$ cat config.mk
export PLATFORM = sky130hd
export DESIGN_NAME = atm_bank_responder
export DESIGN_NICKNAME = d
export VERILOG_FILES = /design/src/rtl/atm_pkg.sv /design/src/rtl/atm_acct_bank.sv /design/src/rtl/atm_bank_responder.sv
export SDC_FILE = /design/constraint.sdc
export NUM_CORES = 1
export LEC_CHECK = 0
export ABC_AREA = 1
export CAP_MARGIN = 20
export CORE_MARGIN = 5
export CORE_UTILIZATION = 48
export CTS_BUF_LIST = sky130_fd_sc_hd__clkbuf_8 sky130_fd_sc_hd__clkbuf_16
export DETAILED_ROUTE_END_ITERATION = 12
export GPL_TIMING_DRIVEN = 0
export PLACE_DENSITY = 0.7
export SKIP_LAST_GASP = 1
export SLEW_MARGIN = 5
export SYNTH_ARGS = -nofsm -noshare
export SYNTH_HDL_FRONTEND = slang
export SYNTH_SLANG_ARGS = --single-unit
$ cat constraint.sdc
create_clock -name clk -period 6.05 [get_ports clk]
set_clock_uncertainty 0.15 [all_clocks]
set_input_delay 0.605 -clock clk [delete_from_list [all_inputs] [get_ports clk]]
set_output_delay 0.605 -clock clk [all_outputs]
set_load 0.02 [all_outputs]
$ cat src/rtl/atm_pkg.sv
// Shared ATM opcodes, response status codes and responder FSM states.
package atm_pkg;

  // Opcodes share the ATM front-end FSM state encoding.
  localparam logic [3:0] OP_BAL    = 4'd1;
  localparam logic [3:0] OP_WDR    = 4'd2;
  localparam logic [3:0] OP_DEP    = 4'd3;
  localparam logic [3:0] OP_XFR    = 4'd4;
  localparam logic [3:0] OP_NEWPIN = 4'd6;
  localparam logic [3:0] OP_PIN    = 4'd9;

  localparam logic [2:0] ST_OK       = 3'd0;
  localparam logic [2:0] ST_BAD_PIN  = 3'd1;
  localparam logic [2:0] ST_NO_FUNDS = 3'd2;
  localparam logic [2:0] ST_LOCKED   = 3'd3;
  localparam logic [2:0] ST_BAD_OP   = 3'd4;
  localparam logic [2:0] ST_OVERFLOW = 3'd5;

  typedef enum logic [1:0] {S_IDLE, S_CHECK, S_EXEC, S_RESP} state_t;

  function automatic logic op_known(input logic [3:0] op);
    return op inside {OP_BAL, OP_WDR, OP_DEP, OP_XFR, OP_NEWPIN, OP_PIN};
  endfunction

  // Ops whose response carries the source balance; PIN ops report 0.
  function automatic logic op_reports_bal(input logic [3:0] op);
    return op inside {OP_BAL, OP_WDR, OP_DEP, OP_XFR};
  endfunction

endpackage

$ cat src/rtl/atm_acct_bank.sv
// Four-account store: balance, PIN, fail counter and lock flag per account.
module atm_acct_bank
  import atm_pkg::*;
#(
  parameter logic [7:0] INIT_BAL  = 8'd100,
  parameter logic [3:0] INIT_PIN  = 4'hA,
  parameter int         MAX_TRIES = 3
) (
  input  logic            clk,
  input  logic            rst,
  output logic [3:0][7:0] bal,
  output logic [3:0][3:0] pin,
  output logic [3:0]      locked,
  input  logic [1:0]      src_idx,
  input  logic [1:0]      dst_idx,
  input  logic            we_a,
  input  logic [7:0]      wa_bal,
  input  logic            we_b,
  input  logic [7:0]      wb_bal,
  input  logic            pin_we,
  input  logic [3:0]      pin_val,
  input  logic            fail_inc,
  input  logic            fail_clr
);

  localparam logic [1:0] LOCK_AT = MAX_TRIES[1:0];

  logic [3:0][1:0] fails;

  // Port a writes the source account, port b the transfer destination.
  always_ff @(posedge clk or negedge rst) begin
    if (!rst) begin
      for (int i = 0; i < 4; i++) begin
        bal[i]    <= INIT_BAL;
        pin[i]    <= INIT_PIN;
        fails[i]  <= 2'd0;
        locked[i] <= 1'b0;
      end
    end else begin
      for (int i = 0; i < 4; i++) begin
        if (we_b && dst_idx == i[1:0])      bal[i] <= wb_bal;
        else if (we_a && src_idx == i[1:0]) bal[i] <= wa_bal;
        if (pin_we && src_idx == i[1:0]) pin[i] <= pin_val;
        if (src_idx == i[1:0]) begin
          if (fail_clr) fails[i] <= 2'd0;
          else if (fail_inc) begin
            fails[i] <= fails[i] + 2'd1;
            if (fails[i] + 2'd1 == LOCK_AT) locked[i] <= 1'b1;
          end
        end
      end
    end
  end

endmodule

$ cat src/rtl/atm_bank_responder.sv
// Request/response front of the account bank: IDLE -> CHECK -> EXEC -> RESP.
module atm_bank_responder
  import atm_pkg::*;
#(
  parameter logic [7:0] INIT_BAL  = 8'd100,
  parameter logic [3:0] INIT_PIN  = 4'hA,
  parameter int         MAX_TRIES = 3
) (
  input  logic       clk,
  input  logic       rst,
  input  logic       req_valid,
  output logic       req_ready,
  input  logic [3:0] req_op,
  input  logic [1:0] req_acct,
  input  logic [1:0] req_dst,
  input  logic [3:0] req_pin,
  input  logic [7:0] req_amt,
  output logic       rsp_valid,
  input  logic       rsp_ready,
  output logic [2:0] rsp_status,
  output logic [7:0] rsp_data
);

  state_t          state;
  logic [3:0]      op_q, pin_q;
  logic [1:0]      acct_q, dst_q;
  logic [7:0]      amt_q;
  logic [2:0]      st_q, chk_st;
  logic [3:0][7:0] bal;
  logic [3:0][3:0] pin;
  logic [3:0]      locked;
  logic [7:0]      src_bal, dst_bal, wa_bal, post_bal;
  logic [8:0]      dep_sum, xfr_sum;
  logic            we_a, we_b, pin_we, fail_inc, fail_clr;

  assign req_ready = (state == S_IDLE);
  assign src_bal   = bal[acct_q];
  assign dst_bal   = bal[dst_q];
  assign dep_sum   = {1'b0, src_bal} + {1'b0, amt_q};
  assign xfr_sum   = {1'b0, dst_bal} + {1'b0, amt_q};

  atm_acct_bank #(.INIT_BAL(INIT_BAL), .INIT_PIN(INIT_PIN), .MAX_TRIES(MAX_TRIES)) u_bank (
    .clk(clk), .rst(rst), .bal(bal), .pin(pin), .locked(locked),
    .src_idx(acct_q), .dst_idx(dst_q),
    .we_a(we_a), .wa_bal(wa_bal), .we_b(we_b), .wb_bal(xfr_sum[7:0]),
    .pin_we(pin_we), .pin_val(amt_q[3:0]),
    .fail_inc(fail_inc), .fail_clr(fail_clr)
  );

  // Status precedence: unknown op, lock, PIN, then operation outcome.
  always_comb begin
    chk_st = ST_OK;
    if (!op_known(op_q))            chk_st = ST_BAD_OP;
    else if (locked[acct_q])        chk_st = ST_LOCKED;
    else if (pin[acct_q] != pin_q)  chk_st = ST_BAD_PIN;
    else begin
      case (op_q)
        OP_WDR: if (amt_q > src_bal) chk_st = ST_NO_FUNDS;
        OP_DEP: if (dep_sum[8]) chk_st = ST_OVERFLOW;
        OP_XFR: if (dst_q != acct_q) begin
          if (amt_q > src_bal)  chk_st = ST_NO_FUNDS;
          else if (xfr_sum[8])  chk_st = ST_OVERFLOW;
        end
        default: ;
      endcase
    end
  end

  // Bank writes happen only in EXEC; a reset before EXEC leaves no trace.
  always_comb begin
    we_a     = 1'b0;
    we_b     = 1'b0;
    wa_bal   = src_bal;
    pin_we   = 1'b0;
    fail_inc = 1'b0;
    fail_clr = 1'b0;
    if (state == S_EXEC) begin
      fail_inc = (st_q == ST_BAD_PIN);
      fail_clr = st_q inside {ST_OK, ST_NO_FUNDS, ST_OVERFLOW};
      if (st_q == ST_OK) begin
        case (op_q)
          OP_WDR: begin we_a = 1'b1; wa_bal = src_bal - amt_q; end
          OP_DEP: begin we_a = 1'b1; wa_bal = dep_sum[7:0]; end
          OP_XFR: if (dst_q != acct_q) begin
            we_a = 1'b1; wa_bal = src_bal - amt_q; we_b = 1'b1;
          end
          OP_NEWPIN: pin_we = 1'b1;
          default: ;
        endcase
      end
    end
    post_bal = we_a ? wa_bal : src_bal;
  end

  // Transaction sequencer; response held until the consumer takes it.
  always_ff @(posedge clk or negedge rst) begin
    if (!rst) begin
      state      <= S_IDLE;
      op_q       <= 4'd0;
      acct_q     <= 2'd0;
      dst_q      <= 2'd0;
      pin_q      <= 4'd0;
      amt_q      <= 8'd0;
      st_q       <= ST_OK;
      rsp_valid  <= 1'b0;
      rsp_status <= ST_OK;
      rsp_data   <= 8'd0;
    end else begin
      case (state)
        S_IDLE: if (req_valid) begin
          op_q   <= req_op;
          acct_q <= req_acct;
          dst_q  <= req_dst;
          pin_q  <= req_pin;
          amt_q  <= req_amt;
          state  <= S_CHECK;
        end
        S_CHECK: begin
          st_q  <= chk_st;
          state <= S_EXEC;
        end
        S_EXEC: begin
          rsp_status <= st_q;
          rsp_data   <= op_reports_bal(op_q) ? post_bal : 8'd0;
          rsp_valid  <= 1'b1;
          state      <= S_RESP;
        end
        S_RESP: if (rsp_ready) begin
          rsp_valid <= 1'b0;
          state     <= S_IDLE;
        end
        default: state <= S_IDLE;
      endcase
    end
  end

endmodule

==> results of run 1 <==
[path summary, 6_finish.rpt]
path	start	depth (start not counted)	to
worst min register to register	u_bank.locked[1]	2	u_bank.locked[1]
min in group clk	u_bank.locked[1]	2	u_bank.locked[1]
max in group asynchronous	rst	2	u_bank.bal[30]
worst min-delay path	rst	1	u_bank.fails[1]
worst max-delay path	acct_q[1]	19	rsp_data[6]
worst max register to register	acct_q[1]	19	rsp_data[6]
[synth_stat cells, types with 7 or more instances]
library cell    n  area (um2)
clkbuf_1        9        33.8
nand3_1        57         285
dfrtp_1        77        1930
nand3b_1        7        52.6
nand4_1        12        75.1
nand2_1       287        1080
inv_1          94         353
o21ai_0        29         145
nor2_1         66         248
o221ai_1       15         131
o21ai_1        16        80.1
dfstp_2        20         526
a21oi_1        58         290
a22oi_1        15         113
ha_1           35         438
inv_2           7        26.3
[critical path: stages (launching register included)]
cell and delay (ns):
dfrtp_1 0.32, buf_2 0.19, inv_1 0.12, nand2_1 0.18, inv_1 0.11, buf_2 0.23
a22oi_1 0.18, o221ai_1 0.30, ha_1 0.39, clkbuf_1 0.39, nor2_1 0.12, o21ai_0 0.25
nand3_1 0.10, nand2_1 0.07, nand3_1 0.06, nand2_1 0.12, nand2_1 0.17, nand2_1 0.17
nand3_1 0.09, nand2_1 0.09
[placed cells by master, fill, tap and decap left out, drive strengths merged]
cell type      instances
o22ai                  2
clkdlybuf4s50         35
o21ai                 46
inv                  102
nand3b                 7
buf                   12
ha                    35
or2                    1
o2bb2ai                1
nand2                298
clkinvlp               1
bufinv                 1
a31oi                  1
fa                     3
clkbuf                18
nor2                  69
a21oi                 59
mux2                   3
xor2                   6
nand4                 12
dfrtp                 77
o21a                   2
dfstp                 20
a21boi                 1
xnor2                  4
clkinv                 5
o221ai                15
a31o                   2
nor3                   4
and2                   1
nand3                 58
a22oi                 15
o21bai                 1
[report_power, final]
part           switching, W  internal [W]  total [W]
registers          0.000100      0.000778   0.000878
clock network      0.000276      0.000329   0.000605
logic              0.000696      0.000314    0.00101
total               0.00107       0.00142    0.00249
[kinds of logic (layout without fill, tap and decap cells)]
logic type | after synthesis | after routing | share of synthesized area
and+or+nand+nor | 450 | 450 | 0.301
AOI/OAI and AO/OA | 145 | 145 | 0.137
buffers and inverters | 121 | 174 | 0.0785
DFF | 97 | 97 | 0.386
adders and majority gates | 38 | 38 | 0.0783
xor gates and xnor gates | 10 | 10 | 0.0138
muxes | 3 | 3 | 0.00531
[per-layer routing]
metal	share of wire	vias up	global-route usage	routed length, um
li1	-	2921	-	-
met1	0.47	2678	0.341	8310
met2	0.42	234	0.328	7350
met3	0.080	33	0.0426	1410
met4	0.028	0	0.0944	498
met5	0	-	0	0
[per-stage QoR]
step	cells	hold slack (ns)	setup slack [ns]	util
after floorplan	864	0.159	3.25	-
after global placement	1076	0.283	0.521	0.528
after detailed placement	1077	0.287	2.31	0.530
after CTS	1093	0.0591	2.27	0.554
after global routing	1093	0.0930	1.77	0.554
final	1093	0.0485	2.20	0.554
[cell type report]
class                           instances  area (um2)
Inverter                              102         388
Clock inverter                          7        91.3
Sequential cell                        97        2450
Fill cell                            1273        5860
Multi-Input combinational cell        646        3400
Timing Repair Buffer                   37         385
Buffer                                 19         111
Clock buffer                            9         225
Tap cell                              176         220
[sequential cells by signal, summed over array words and instances, names as in the netlist, 2 cells and up]
register,cells
amt_q,8
acct_q,2
state,2
op_q,4
u_bank.fails,8
rsp_data,8
rsp_status,3
pin_q,4
u_bank.locked,4
dst_q,2
u_bank.pin,16
u_bank.bal,32
st_q,3
==> metrics.log, run 1 <==
INFO  metric num_antenna_cells = 0
INFO  metric global_route.usage.total = 0.229
INFO  metric syn-cell-area = ~6400 um2
INFO  metric tritoncts = yes
INFO  metric maxCapViolCount = 0
INFO  metric period_share = 0.636
INFO  metric synth_seq_area_share = 0.386
INFO  metric worst_slew_margin_rel = 0.468
INFO  metric critical_path_required = 6.19 ns
INFO  metric period_minus_slack = about 3.8 ns
INFO  metric synthesized_instance_count = around 860
INFO  metric floorplan.initialDensity = 0.484
INFO  metric timing_worst_setup_path_type = flop to flop
INFO  metric ys.flop_type = dfrtp_1
INFO  metric worst-slew-pin-transition = around 0.80 ns
INFO  metric yosys_warnings = 0
INFO  metric dr.first_iter.drc_count = about 630
INFO  metric area_of_the_die = between 15000 and 20000 um2
INFO  metric clkSinkCount = just under 100
INFO  metric ir_drop = 294 uV
INFO  metric mappedNetlistNets = 926
INFO  metric hold_viol_final = 0
INFO  metric worst_hold_path_type = input port to async pin
INFO  metric num_vias = 5866
INFO  metric route.detailed.vias_per_inst = between 5 and 6
INFO  metric drc_errors = 0
INFO  metric count_of_flip_flops_with_a_built_in_enable_after_synthesis = 0
INFO  metric synth.lib_cells_used.distinct = between 40 and 50
INFO  metric htree_num_levels = 3
INFO  metric number_of_standard_cell_rows_in_the_floorplan = 42
INFO  metric grt_antenna_before_repair = 0
INFO  metric design.core.area = 13100 um2
INFO  metric cts-hold-fix-buffers = 0
INFO  metric place.port_buffers = 36
INFO  metric grt_first_pass_wirelength = 28900 um
INFO  metric setup.reg_to_reg.worst_slack = about 2.2 ns
INFO  metric cts-buffers-inserted = 9
INFO  metric worstPathMaxFanout = 10
INFO  metric post-cts-setup-buffer-count = 0
INFO  metric run_status = finished clean
INFO  metric fmaxAchievable = ~0.26 GHz
INFO  metric routed_wirelength = ~18000 um
INFO  metric critical_path.endpoint_type = flop
INFO  metric gp_congestion = roughly 0.9
INFO  metric clk_path_buf_depth = 2
INFO  metric first_pass_iters = 6
INFO  metric fraction_of_layout_instances_using_a_drive_strength_above_1 = 0.0872
INFO  metric clock_latency = 0.36 ns
INFO  metric hpwlAfterDp = 13000 um
INFO  metric number_of_global_route_vias_before_repair = 5442
INFO  metric postSynthRegisterBits = between 90 and 100
INFO  metric drt.antenna.violating_nets = 0
INFO  metric final_max_slew_viol_count = 0
INFO  metric timing.final.setup_violations = 0
INFO  metric setup_tns = 0 ns
INFO  metric power.density_cell_area = approximately 340 nW/um2
INFO  metric final_net_count = around 1000
INFO  metric clk_root_buffer_cell = clkbuf_16
INFO  metric cts.clk_slew.worst_paths = roughly 0.07 ns
INFO  metric postPlaceCellArea = a little under 7000 um2
INFO  metric finalInstanceArea = just over 7000 um2
INFO  metric post_cts_resized = 0
INFO  metric grt_setup_unrepaired = no
INFO  metric io_pins = 37
INFO  metric dieWidth = 125 um
INFO  metric syn2layout_area_growth = 14.5%
INFO  metric cp-start-kind = flop
INFO  metric routedWlPerCell = roughly 16 um
INFO  metric grt_overflow = 0
INFO  metric floorplan.die.height = approximately 130 um
INFO  metric power.total = 0.00249 W
INFO  metric crit_path_dat = roughly 4.0 ns
INFO  metric post_synth.cell_area_avg = about 7.4 um2
INFO  metric leakage_power = just under 4 nW
INFO  metric grt_max_degree = 63
INFO  metric async_sr_flop_fraction = 1.00
Power figures use the tool's default switching activity.
==> run 2: changes to the inputs <==
- PLACE_DENSITY: 0.7 -> 0.73
- clock period: 6.05 -> 3.3 ns (I/O delays scaled with it)
==> run 2 against run 1 <==
First-iteration DRC count shrank 6.0%. Clock power grew 74%. Largest cell class unchanged. Total power up 88%. Critical path type unchanged. Die area stayed put. Highest routed layer unchanged.
==> metrics.log, run 2 (synthesis results as in run 1) <==
INFO  metric critPathMostFrequentCell = nand2_1
INFO  metric hold_viol_final = 0 (unchanged)
INFO  metric n_fill_cell = 1223 (-3.9%)
INFO  metric io_pins = 37 (unchanged)
INFO  metric route.detailed.vias_per_inst = 5.43 (+1.2%)
INFO  metric num_antenna_cells = 0 (unchanged)
INFO  metric crit_path_dat = 3.26 ns (-0.73 ns)
INFO  metric finalHoldWorstSlack = 0.307 ns (+0.258 ns)
INFO  metric area_of_the_die = 15600 um2 (unchanged)
INFO  metric path_buf_inv = 5 (unchanged)
INFO  metric fraction_of_layout_instances_using_a_drive_strength_above_1 = 0.129 (+0.0418)
INFO  metric cts.clk_slew.worst_paths = 0.08 ns (about the same)
INFO  metric cp_cell_sequence = clkbuf_4 -> inv_1 -> nand2_2 -> inv_1 -> buf_4 -> a22oi_2 -> o221ai_2 -> ha_4 -> inv_1 -> nor2_1 -> and2_1 -> nand2_1 -> nand2_1 -> nand2_1 -> nand3_1 -> nand3_2 -> nand2_2 -> nand2_1 -> nand2_1 -> nand2_1
INFO  metric design.core.area = 13100 um2 (unchanged)
INFO  metric floorplan.die.height = 125 um (unchanged)
INFO  metric drt.antenna.violating_nets = 0 (unchanged)
INFO  metric reg_top3 = u_bank.bal: 32 flops, u_bank.pin: 16 flops
INFO  metric seqCellArea = 2450 um2 (unchanged)
INFO  metric clock_latency = 0.36 ns (about the same)
INFO  metric htree_num_levels = 3 (unchanged)
INFO  metric top_register = u_bank.bal
INFO  metric final_max_slew_viol_count = 0 (unchanged)
INFO  metric syn2layout_area_growth = 18.2%
INFO  metric leakage_power = 3.92 nW (+0.98%)
INFO  metric clk_path_buf_depth = 2 (unchanged)
INFO  metric final_util = 0.572 (+0.0179)
INFO  metric cts-buffers-inserted = 9 (unchanged)
INFO  metric cp-start-kind = flop
INFO  metric global_route.usage.total = 0.225 (-0.00440)
INFO  metric period_share = 0.957 (+0.321)
INFO  metric family_with_the_most_delay_on_the_worst_path = simple AND/OR/NAND/NOR gates
INFO  metric first_pass_iters = 5 (-1)
INFO  metric grt_antenna_before_repair = 0 (unchanged)
INFO  metric grt_max_degree = 61 (-3.2%)
INFO  metric run_status = finished clean
INFO  metric maxCapViolCount = 0 (unchanged)
INFO  metric number_of_flip_flops_in_the_largest_register = 32 (unchanged)
INFO  metric gp_congestion = 0.947 (+3.9%)
INFO  metric routed_wirelength = 17400 um (-1.0%)
INFO  metric worst-slew-pin-transition = 0.648 ns (-0.151 ns)
INFO  metric power.density_cell_area = 624 nW/um2 (+82%)
INFO  metric multiInputGateArea = 3580 um2 (+5.2%)
INFO  metric num_vias = 5964 (+1.7%)
INFO  metric final_net_count = 979 (+0.51%)
INFO  metric number_of_standard_cell_rows_in_the_floorplan = 42 (unchanged)
INFO  metric fmaxAchievable = 0.317 GHz (+22%)
INFO  metric routedWlPerCell = 15.8 um (-1.4%)
INFO  metric number_of_global_route_vias_before_repair = 5538 (+1.8%)
INFO  metric timing.final.setup_violations = 0 (unchanged)
INFO  metric worstPathMaxFanout = 10 (unchanged)
INFO  metric tritoncts = yes
INFO  metric critical_path_required = 3.40 ns (-2.79 ns)
INFO  metric postPlaceCellArea = 6960 um2 (unchanged)
INFO  metric timing_worst_setup_path_type = flop to flop
INFO  metric layout.cells.most_common_list = nand2_1, inv_1, dfrtp_1
INFO  metric ir_drop = 444 uV (+51%)
INFO  metric grt_overflow = 0 (unchanged)
INFO  metric place.port_buffers = 36 (unchanged)
INFO  metric dpl.cell_count = 1077 (unchanged)
INFO  metric floorplan.initialDensity = 0.484 (unchanged)
INFO  metric delay_of_the_slowest_critical_path_stage = 0.34 ns (-0.05 ns)
INFO  metric final_cells = 1098 (+0.46%)
INFO  metric dieWidth = 125 um (unchanged)
INFO  metric drc_errors = 0 (unchanged)
INFO  metric period_minus_slack = 3.16 ns (-0.690 ns)
INFO  metric worst_hold_path_type = flop to flop
INFO  metric clkSinkCount = 97 (unchanged)
INFO  metric worst_slew_margin_rel = 0.565 (+0.0975)
INFO  metric critical_path.endpoint_type = flop
INFO  metric dr.first_iter.drc_count = 594 (-6.0%)
INFO  metric final_common_cell = nand2_1
INFO  metric hpwlAfterDp = 12800 um (-1.7%)
INFO  metric grt_first_pass_wirelength = 28400 um (-1.7%)
INFO  metric clk_root_buffer_cell = clkbuf_16
INFO  metric crit_slowest_cell = ha_4
INFO  metric finalInstanceArea = 7510 um2 (+3.2%)
-- run 2: report_power, final --
part / switching [W] / internal (W) / total, W
combinational: 0.00135 / 0.000675 / 0.00202
sequential: 0.000191 / 0.00143 / 0.00162
clock: 0.000516 / 0.000535 / 0.00105
total: 0.00205 / 0.00264 / 0.00469
-- run 2: what timing repair did --
action | in CTS | in global routing
gates resized for setup | 23 | 28
buffers inserted | 2 | 5
gates cloned | 0 | 0
endpoints found under the setup margin | 37 | 32
pin swaps | 2 | 3
hold endpoints to repair | 29 | 0
hold buffers | 1 | 0
-- run 2: worst paths after layout --
kind | from | end | slack (ns) | cells past startpoint
min in group asynchronous | rst | u_bank.fails[6] | 0.32 | 2
worst min register to register | u_bank.locked[0] | u_bank.locked[0] | 0.31 | 2
worst max-delay path | acct_q[1] | u_bank.bal[7] | 0.14 | 20
worst min-delay path | u_bank.locked[0] | u_bank.locked[0] | 0.31 | 2
max in group asynchronous | rst | u_bank.bal[22] | 1.94 | 3
worst max register to register | acct_q[1] | u_bank.bal[7] | 0.14 | 20
-- run 2: routing by layer --
layer | track usage | part of all wire | up-vias
li1 | - | - | 2929
met3 | 0.0550 | 0.080 | 43
met4 | 0.0886 | 0.025 | 0
met2 | 0.325 | 0.43 | 234
met1 | 0.326 | 0.46 | 2758
met5 | 0 | 0 | -
-- run 2: cell type report --
| class | instances | share of cell area |
|---|---|---|
| buffer | 16 | 0.0162 |
| timing repair buffer | 45 | 0.0596 |
| clock inverter | 7 | 0.00966 |
| clock buffer | 9 | 0.0300 |
| sequential | 97 | 0.326 |
| inverter | 102 | 0.0521 |
| tap | 176 | 0.0293 |
| multi-input combinational | 646 | 0.477 |
-- run 2: tightest hold or removal path, cell delays in order (launching register included) --
cell	delay [ns]
dfrtp_1	0.32
inv_1	0.05
nand2_1	0.05
-- run 2: through the flow --
| step | TNS [ns] | power [W] | setup slack, ns |
|---|---|---|---|
| finish | 0 | 0.00469 | 0.142 |
| global route | -0.00799 | 0.00502 | -0.00357 |
| CTS | 0 | 0.00460 | 0.0296 |
| detailed placement | -8.19 | 0.00345 | -0.436 |
| global placement | -170.11 | 0.00342 | -1.92 |
| floorplan | 0 | 0.00288 | 0.505 |
==> run 3: changes to the inputs <==
- CORE_ASPECT_RATIO: unset -> 1.4
- PLACE_DENSITY: 0.73 -> 0.7
- clock period: 3.3 -> 4.05 ns (I/O delays scaled with it)
==> run 3 against run 2 <==
Combinational power is 25% lower. Critical path type unchanged. Highest routed layer unchanged. Total power is 20% lower. Largest cell class unchanged. Critical path depth is 3 lower.
==> metrics.log, run 3 (synthesis results as in run 1) <==
INFO  metric syn2layout_area_growth = 14.7%
INFO  metric hp-start = u_bank.locked[1]
INFO  metric layout.cells.most_common_list = nand2_1, inv_1, dfrtp_1
INFO  metric top_register = u_bank.bal
INFO  metric cts.clk_slew.worst_paths = 0.07 ns (about the same)
INFO  metric family_with_the_most_delay_on_the_worst_path = simple AND/OR/NAND/NOR gates
INFO  metric power_frac_comb = 0.403 (-0.028)
INFO  metric final_common_cell = nand2_1
INFO  metric dieWidth = 107 um (-14%)
INFO  metric r2r.worst_path.cells = 17 (-15%)
INFO  metric power.switching = 0.00164 W (-20%)
INFO  metric cp-start-kind = flop
INFO  metric grt_antenna_before_repair = 0 (unchanged)
INFO  metric grt_max_degree = 64 (+4.9%)
INFO  metric timing.rr.end = rsp_data[5]
INFO  metric floorplan.die.height = 146 um (+17%)
INFO  metric clkSinkCount = 97 (unchanged)
INFO  metric drt.antenna.violating_nets = 0 (unchanged)
INFO  metric period_share = 0.919 (-0.0384)
INFO  metric place.port_buffers = 36 (unchanged)
INFO  metric clock_latency = 0.36 ns (about the same)
INFO  metric tritoncts = yes
INFO  metric run_status = finished clean
INFO  metric dr.first_iter.drc_count = 357 (-40%)
INFO  metric sw_frac_of_total = 0.434 (-0.00399)
INFO  metric fmaxAchievable = 0.269 GHz (-15%)
INFO  metric timing_worst_setup_path_type = flop to flop
INFO  metric finalInstanceArea = 7290 um2 (-3.0%)
INFO  metric gp_congestion = 0.947 (about the same)
INFO  metric maxCapViolCount = 0 (unchanged)
INFO  metric routed_wirelength = 17800 um (+2.0%)
INFO  metric final_util = 0.564 (-0.00831)
INFO  metric critPathMostFrequentCell = nand2_1
INFO  metric worstPathMaxFanout = 10 (unchanged)
INFO  metric drc_errors = 0 (unchanged)
INFO  metric grt_first_pass_wirelength = 28700 um (+1.1%)
INFO  metric setup.reg_to_reg.worst_slack = 0.33 ns (+0.19 ns)
INFO  metric htree_num_levels = 3 (unchanged)
INFO  metric worst_hold_path_type = flop to flop
INFO  metric grt_setup_unrepaired = no
INFO  metric timing.hold.worst_path_depth = 2 (unchanged)
INFO  metric floorplan.initialDensity = 0.491 (+0.00753)
INFO  metric cts-buffers-inserted = 9 (unchanged)
INFO  metric post-cts-setup-buffer-count = 0 (-2)
INFO  metric crit-reg2reg-launch = acct_q[0]
INFO  metric num_vias = 5843 (-2.0%)
INFO  metric post_cts_resized = 0 (-100%)
INFO  metric fraction_of_layout_instances_using_a_drive_strength_above_1 = 0.0872 (-0.0418)
INFO  metric final_net_count = 974 (-0.51%)
INFO  metric worst-slew-pin-transition = 0.825 ns (+0.177 ns)
INFO  metric design.core.area = 12900 um2 (-1.5%)
INFO  metric crit_slowest_cell = nor2_1
INFO  metric global_route.usage.total = 0.235 (+0.00955)
INFO  metric route.detailed.vias_per_inst = 5.34 (-1.8%)
INFO  metric critical_path_required = 4.14 ns (+0.74 ns)
INFO  metric portion_of_total_power_attributed_to_the_clock_network = 0.247 (+0.023)
INFO  metric hpwlAfterDp = 13300 um (+4.1%)
INFO  metric grt_overflow = 0 (unchanged)
INFO  metric reg_top3 = u_bank.bal: 32 flops, u_bank.pin: 16 flops
INFO  metric worst_slew_margin_rel = 0.448 (-0.117)
INFO  metric n_fill_cell = 1235 (+0.98%)
INFO  metric critical_path.endpoint_type = flop
INFO  metric period_minus_slack = 3.72 ns (+0.562 ns)
INFO  metric timing.final.setup_violations = 0 (unchanged)
INFO  metric internal_power = 0.00214 W (-19%)
INFO  metric path_buf_inv = 3 (-2)
INFO  metric final_max_slew_viol_count = 0 (unchanged)
INFO  metric ir_drop = 315 uV (-29%)
INFO  metric first_pass_iters = 6 (+1)
INFO  metric num_antenna_cells = 0 (unchanged)
INFO  metric postPlaceCellArea = 6960 um2 (about the same)
INFO  metric cp_cell_sequence = buf_4 -> nor2_1 -> buf_2 -> a22oi_1 -> o221ai_1 -> ha_1 -> clkbuf_1 -> nor2_1 -> nand4_1 -> nand3_1 -> nand2_1 -> nand3_1 -> nand2_1 -> nand2_1 -> nand2_1 -> nand3_1 -> nand2_1
INFO  metric delay_of_the_slowest_critical_path_stage = 0.47 ns (+0.13 ns)
INFO  metric number_of_standard_cell_rows_in_the_floorplan = 49 (+17%)
INFO  metric crit_path_dat = 3.82 ns (+0.56 ns)
INFO  metric seq_power_share = 0.350 (+0.005)
INFO  metric power.density_cell_area = 517 nW/um2 (-17%)
INFO  metric routedWlPerCell = 16.2 um (+2.3%)
INFO  metric leakage_power = 3.88 nW (-0.88%)
INFO  metric hold_viol_final = 0 (unchanged)
INFO  metric clk_root_buffer_cell = clkbuf_16
INFO  metric number_of_flip_flops_in_the_largest_register = 32 (unchanged)
INFO  metric hold-path-endpoint = u_bank.locked[1]
INFO  metric number_of_global_route_vias_before_repair = 5534 (-0.072%)
INFO  metric area_of_the_die = 15700 um2 (+0.21%)
INFO  metric clk_path_buf_depth = 2 (unchanged)
INFO  metric io_pins = 37 (unchanged)
==> run 3: cell count changes in the layout (fill, tap and decap cells not counted), moves of 3 or more <==
cell      previous run  this run
buf_4               11         2
nand2_2             14         6
nor2_1              62        66
ha_4                 4         0
o21ai_0             26        29
buf_2                1         5
a22oi_1             11        15
o221ai_2             4         0
clkbuf_1             5         8
ha_1                31        35
o221ai_1             9        15
a22oi_2              4         0
nand2_1            279       287
nor2_2               4         1
==> run 3: worst min-delay path, stage by stage, from the launching register on <==
cell and delay (ns):
dfrtp_1 0.33, inv_1 0.05, nand2_1 0.05
==> run 3: repair_timing <==
item | 4_1_cts | 5_1_grt
endpoints found under the hold margin | 24 | 0
endpoints found under the setup margin | 0 | 1
hold buffers | 1 | 0
==> run 3: worst max-delay path by stage <==
stage | cells after the start | startpoint | to
5_1_grt | 20 | acct_q[1] | u_bank.bal[20]
3_5_place_dp | 22 | acct_q[1] | u_bank.bal[15]
3_3_place_gp | 1 | rst | u_bank.fails[0]
4_1_cts | 22 | acct_q[1] | u_bank.bal[15]
2_1_floorplan | 22 | acct_q[1] | u_bank.bal[15]
6_report | 17 | acct_q[0] | rsp_data[5]
==> run 3: cell type report <==
cell class | instances | area (um2) | area share
tap | 178 | 223 | 0.0305
buffer | 18 | 108 | 0.0148
clock buffer | 9 | 225 | 0.0309
multi-input combinational | 646 | 3400 | 0.467
clock inverter | 7 | 95.1 | 0.0130
timing repair buffer | 38 | 395 | 0.0542
inverter | 102 | 388 | 0.0532
sequential | 97 | 2450 | 0.336
==> run 3: metal layers <==
metal  track usage  routed length, um
met1         0.291               7010
met2         0.409               9180
met3        0.0230                928
met4         0.105                635
met5             0                  0
==> run 3: metrics by stage <==
stage | TNS [ns] | hold slack (ns) | cells | worst slack, ns | power, W
6_report | 0 | 0.303 | 1095 | 0.330 | 0.00377
3_3_place_gp | -105.22 | 0.282 | 1078 | -1.34 | 0.00282
4_1_cts | 0 | 0.306 | 1096 | 0.358 | 0.00378
5_1_grt | 0 | 0.314 | 1095 | 0.00471 | 0.00403
3_5_place_dp | 0 | 0.249 | 1079 | 0.385 | 0.00284
2_1_floorplan | 0 | -0.0406 | 864 | 1.25 | 0.00234
==> run 3: power by group through the flow <==
stage                     clock, W  combinational [W]  sequential (W)
after global placement           0            0.00149         0.00133
after detailed placement         0            0.00151         0.00133
after global routing      0.000980            0.00170         0.00135
after floorplan                  0            0.00103         0.00131
after CTS                 0.000943            0.00152         0.00132
final                     0.000932            0.00152         0.00132
